$ cat src/rtl/serial_adder.sv
// serial_adder: multi-cycle a+b+cin, DIGIT bits per cycle LSB first, with start/done handshake
module serial_adder #(
  parameter int WIDTH = 8,
  parameter int DIGIT = 1
) (
  input  logic             clk,
  input  logic             rst,
  input  logic             start,
  input  logic [WIDTH-1:0] a,
  input  logic [WIDTH-1:0] b,
  input  logic             cin,
  output logic             ready,
  output logic             busy,
  output logic             done,
  output logic [WIDTH-1:0] sum,
  output logic             cout,
  output logic             overflow
);
  localparam int STEPS = WIDTH / DIGIT;
  localparam int CW = STEPS > 1 ? $clog2(STEPS) : 1;
  typedef enum logic {IDLE, RUN} state_t;
  state_t state_q, state_d;
  logic [WIDTH-1:0] a_q, a_d, b_q, b_d, ps_q, ps_d, sum_q, sum_d, ps_next;
  logic carry_q, carry_d, a_msb_q, a_msb_d, b_msb_q, b_msb_d;
  logic cout_q, cout_d, ovf_q, ovf_d, done_q, done_d;
  logic [CW-1:0] cnt_q, cnt_d;
  logic [DIGIT:0] dsum;
  logic last;
  assign dsum = {1'b0, a_q[DIGIT-1:0]} + {1'b0, b_q[DIGIT-1:0]} + {{DIGIT{1'b0}}, carry_q};
  assign ps_next = WIDTH'({dsum[DIGIT-1:0], ps_q} >> DIGIT);
  assign last = cnt_q == CW'(STEPS - 1);
  assign ready = state_q == IDLE;
  assign busy = state_q == RUN;
  assign done = done_q;
  assign sum = sum_q;
  assign cout = cout_q;
  assign overflow = ovf_q;
  // next state: latch operands on accept, ripple one digit per RUN cycle, publish result on the last digit
  always_comb begin
    state_d = state_q;
    a_d = a_q;
    b_d = b_q;
    ps_d = ps_q;
    carry_d = carry_q;
    a_msb_d = a_msb_q;
    b_msb_d = b_msb_q;
    cnt_d = cnt_q;
    sum_d = sum_q;
    cout_d = cout_q;
    ovf_d = ovf_q;
    done_d = 1'b0;
    if (state_q == IDLE) begin
      if (start) begin
        a_d = a;
        b_d = b;
        carry_d = cin;
        a_msb_d = a[WIDTH-1];
        b_msb_d = b[WIDTH-1];
        cnt_d = '0;
        ps_d = '0;
        state_d = RUN;
      end
    end else begin
      ps_d = ps_next;
      a_d = a_q >> DIGIT;
      b_d = b_q >> DIGIT;
      carry_d = dsum[DIGIT];
      cnt_d = cnt_q + 1'b1;
      if (last) begin
        sum_d = ps_next;
        cout_d = dsum[DIGIT];
        ovf_d = (a_msb_q == b_msb_q) && (ps_next[WIDTH-1] != a_msb_q);
        done_d = 1'b1;
        cnt_d = '0;
        state_d = IDLE;
      end
    end
  end
  // state and datapath registers, all cleared by reset
  always_ff @(posedge clk or posedge rst) begin
    if (rst) begin
      state_q <= IDLE;
      a_q <= '0;
      b_q <= '0;
      ps_q <= '0;
      carry_q <= 1'b0;
      a_msb_q <= 1'b0;
      b_msb_q <= 1'b0;
      cnt_q <= '0;
      sum_q <= '0;
      cout_q <= 1'b0;
      ovf_q <= 1'b0;
      done_q <= 1'b0;
    end else begin
      state_q <= state_d;
      a_q <= a_d;
      b_q <= b_d;
      ps_q <= ps_d;
      carry_q <= carry_d;
      a_msb_q <= a_msb_d;
      b_msb_q <= b_msb_d;
      cnt_q <= cnt_d;
      sum_q <= sum_d;
      cout_q <= cout_d;
      ovf_q <= ovf_d;
      done_q <= done_d;
    end
  end
endmodule

$ cat config.mk
export PLATFORM = sky130hd
export DESIGN_NAME = serial_adder
export DESIGN_NICKNAME = d
export VERILOG_FILES = /design/src/rtl/serial_adder.sv
export SDC_FILE = /design/constraint.sdc
export NUM_CORES = 1
export LEC_CHECK = 0
export ABC_CLOCK_PERIOD_IN_PS = 1700
export BUFFER_PORTS_ARGS = -buffer_cell sky130_fd_sc_hd__buf_2
export CORE_MARGIN = 3
export CORE_UTILIZATION = 54
export DETAILED_ROUTE_END_ITERATION = 8
export PLACE_DENSITY = 0.84
export SLEW_MARGIN = 20
export SYNTH_ARGS = -nofsm -noshare
export SYNTH_HDL_FRONTEND = slang
export SYNTH_SLANG_ARGS = --single-unit
$ cat constraint.sdc
create_clock -name clk -period 1.7 [get_ports clk]
set_input_delay 0.255 -clock clk [delete_from_list [all_inputs] [get_ports clk]]
set_output_delay 0.255 -clock clk [all_outputs]
set_load 0.02 [all_outputs]
==> impl_results.md <==
* Status: finished with violations
* Failing checks: hold timing
* RSZ-0062 raised after global routing: no
* DR vias at 1175
* Dpl cell area at 1980 um2
* Share of the synthesized area in the top cell type at 56.9%
* Setup Buffers After CTS at 0
* Largest cells by area after synthesis: dfrtp_1 (57%), mux2i_1 (10%), o21ai_0 (5.5%)
* P_sw at 1290 uW
* Dpl hpwl at 2350 um
* DRT iter0 DRCs at 51
* Clock Power Share at 13.8%
* Rows at 20
* Gr usage total at 18.4%
* Root Buffer: clkbuf_4
* Buffers on Ports at 32
* Starting density of the core at 57.7%
* Fin Setup TNS at 0 ns
* Die area at 4070 um2
* Period utilization at 92.9%
* Htree depth at 2
* Avg Cell Area, Syn at 11.9 um2
* Hold WC Path Type: in -> async
* Area of the multi-input gates at 676 um2
* Final min period at 1.58 ns
* Final antenna-violating net count at 0
* Reg clk slew, reported paths at 0.12 ns
* Layout cell share with drive strength beyond 1 at 31.4%
* I/O pin count at 33
* Core area at 3130 um2
* Vias per inst at 5.06
* Sequential Power Share at 49.1%
* Vias in the first global route at 1298
* Die Height at 63.8 um
* DRC at 0
* Max-slew headroom at 67.3%
* First-pass GRT wire length at 5820 um
* Post-Syn Area at 1800 um2
* CTS max path bufs at 2
* Final Util at 65.0%
* Comb pwr share at 37.1%
* Syn Nets at 175
* Ant diodes at 0
* Die width at 63.8 um
* WS Path Type: reg -> out
* Fin Hold WS at -0.000514 ns
* Fin. Hold Viols at 1
* Clock Sinks at 41
* Non-Filler Instances at 232
* Crit start category: register
* DRT Wirelength at 3200 um
* Max-Cap Viols at 0
* R2R setup slack at 0.16 ns
* Sequential area share after synthesis at 56.9%
* Synthesis-to-finish area growth at 12.7%
* Gpl congestion at 0.812
* Pleak at 0.00101 uW
* DR pass1 iterations at 4
* Pins Over Slew Limit at 0
* Syn. warnings at 0
* Slew @ Worst Pin at 0.490 ns
* Max VDD drop at 899 uV
* CTS Buf Count at 5
* Sw Ratio at 37.9%
* Post-Place Cells at 224
* Worst clock skew at 0.00705 ns
* Largest net degree at the start of global routing at 42
* Critical Path Source: busy
* F_max at 0.633 GHz
* Worst path required time at 1.44 ns
* CTS tree: done
* Post-synth top area cell: dfrtp_1
* Clk_lat worst skew at 0.35 ns
* Filler cell count at 276
* Design Area, Final at 2030 um2
* Worst Path Max Fanout at 10
* WP data arrival at 1.32 ns
* R2r startpoint: a_q[0]
* Final setup viols at 0
* Pwr dens at 1670 nW/um2
* Net count, final at 210
* Sequential cell area at 1030 um2
* Initial antenna violation count at 0
* Internal at 2110 uW
* Yosys cell types at 28
* GR Overflow Total at 0
* WL/cell at 13.8 um
* Post-synthesis cell count at 152
* CP endpoint kind: primary output
* Register bit total from synthesis at 41
## area by class of cell
cell class | instances | area share (%)
clock buffers | 5 | 1.85
clock inverters | 3 | 0.862
inverters | 6 | 1.11
multi-input cells | 96 | 33.2
flip-flops and latches | 41 | 50.5
well taps | 44 | 2.71
repair buffers | 37 | 9.72
## cell usage in the layout (no fill, tap or decap), types with 2 or more instances in the layout
cell      Yosys  routed
inv_2         2       2
nor2_1        3       3
mux2_2        8       8
buf_2         1      32
nand2_1      20      20
a22o_1        2       2
o21ai_0      20      20
dfrtp_1      41      40
ha_1          2       2
nand2b_1      7       7
clkinv_2      0       2
buf_4         3       5
mux2i_1      18      18
a21oi_1       5       5
inv_1         4       4
clkbuf_4      0       5
## Yosys cell counts (all sizes together)
cell and n:
fa 1, dfrtp 41, o22ai 1, or3b 1
nand3 1, nand2b 7, o21ai 20, o21bai 1
mux2 9, o31ai 1, nor2 3, a31oi 1
clkbuf 1, mux2i 18, or3 1, buf 8
nand2 21, inv 6, a22o 2, a21oi 5
nor2b 1, ha 2
## registers in the layout, indices dropped and copies added, names as in the netlist
register / cells
cout: 1
ps_q: 7
a_q: 8
busy: 1
b_msb_q: 1
done: 1
carry_q: 1
sum: 8
b_q: 8
overflow: 1
cnt_q: 3
a_msb_q: 1
## worst max-delay path: stages, from the launching register on
cell and delay (ns):
dfrtp_2 0.50, buf_4 0.20, inv_2 0.10, buf_2 0.18
## cell families after synthesis
kind of cell    count (synthesis)  synth area share (%)
flops                          41                  56.9
simple gates                   35                  9.71
compound gates                 31                  9.43
mux                            27                  15.8
buf+inv                        15                  5.69
fa+ha+maj                       3                  2.50
## through the flow
stage	setup WS [ns]	hold slack [ns]	power, uW
floorplan	0.281	0.407	2600
global placement	0.234	0.393	2870
detailed placement	0.183	0.402	2960
CTS	0.0225	0.00803	3450
global route	0.0477	0.0258	3710
finish	0.121	-0.000514	3400
## final timing paths
| path | to | depth (start not counted) |
|---|---|---|
| max | ready | 3 |
| min | sum[3] | 3 |
| max reg2reg | overflow | 4 |
| min reg2reg | a_q[1] | 2 |
| max in group asynchronous | busy | 3 |
| min in group clk | a_msb_q | 2 |
## layer usage
metal  GRT usage (%)  part of all wire (%)  vias to the layer above
met5               0                     0                        -
met4            6.47                  0.78                        0
met3            5.27                   4.8                        6
met2            28.8                    49                       25
met1            24.5                    46                      561
li1                -                     -                      583
## timing repair
item                                    CTS  global route
endpoints found under the setup margin    0             1
resized for setup                         0             1
hold buffers                              0             0
## power groups by stage
stage / logic, uW / clock network, uW / registers, uW
6_report: 1260 / 470 / 1670
5_1_grt: 1430 / 541 / 1740
4_1_cts: 1280 / 493 / 1670
3_5_place_dp: 1280 / 0 / 1690
3_3_place_gp: 1220 / 0 / 1660
2_1_floorplan: 839 / 0 / 1760
No activity file was read; power rests on OpenSTA's default activity.
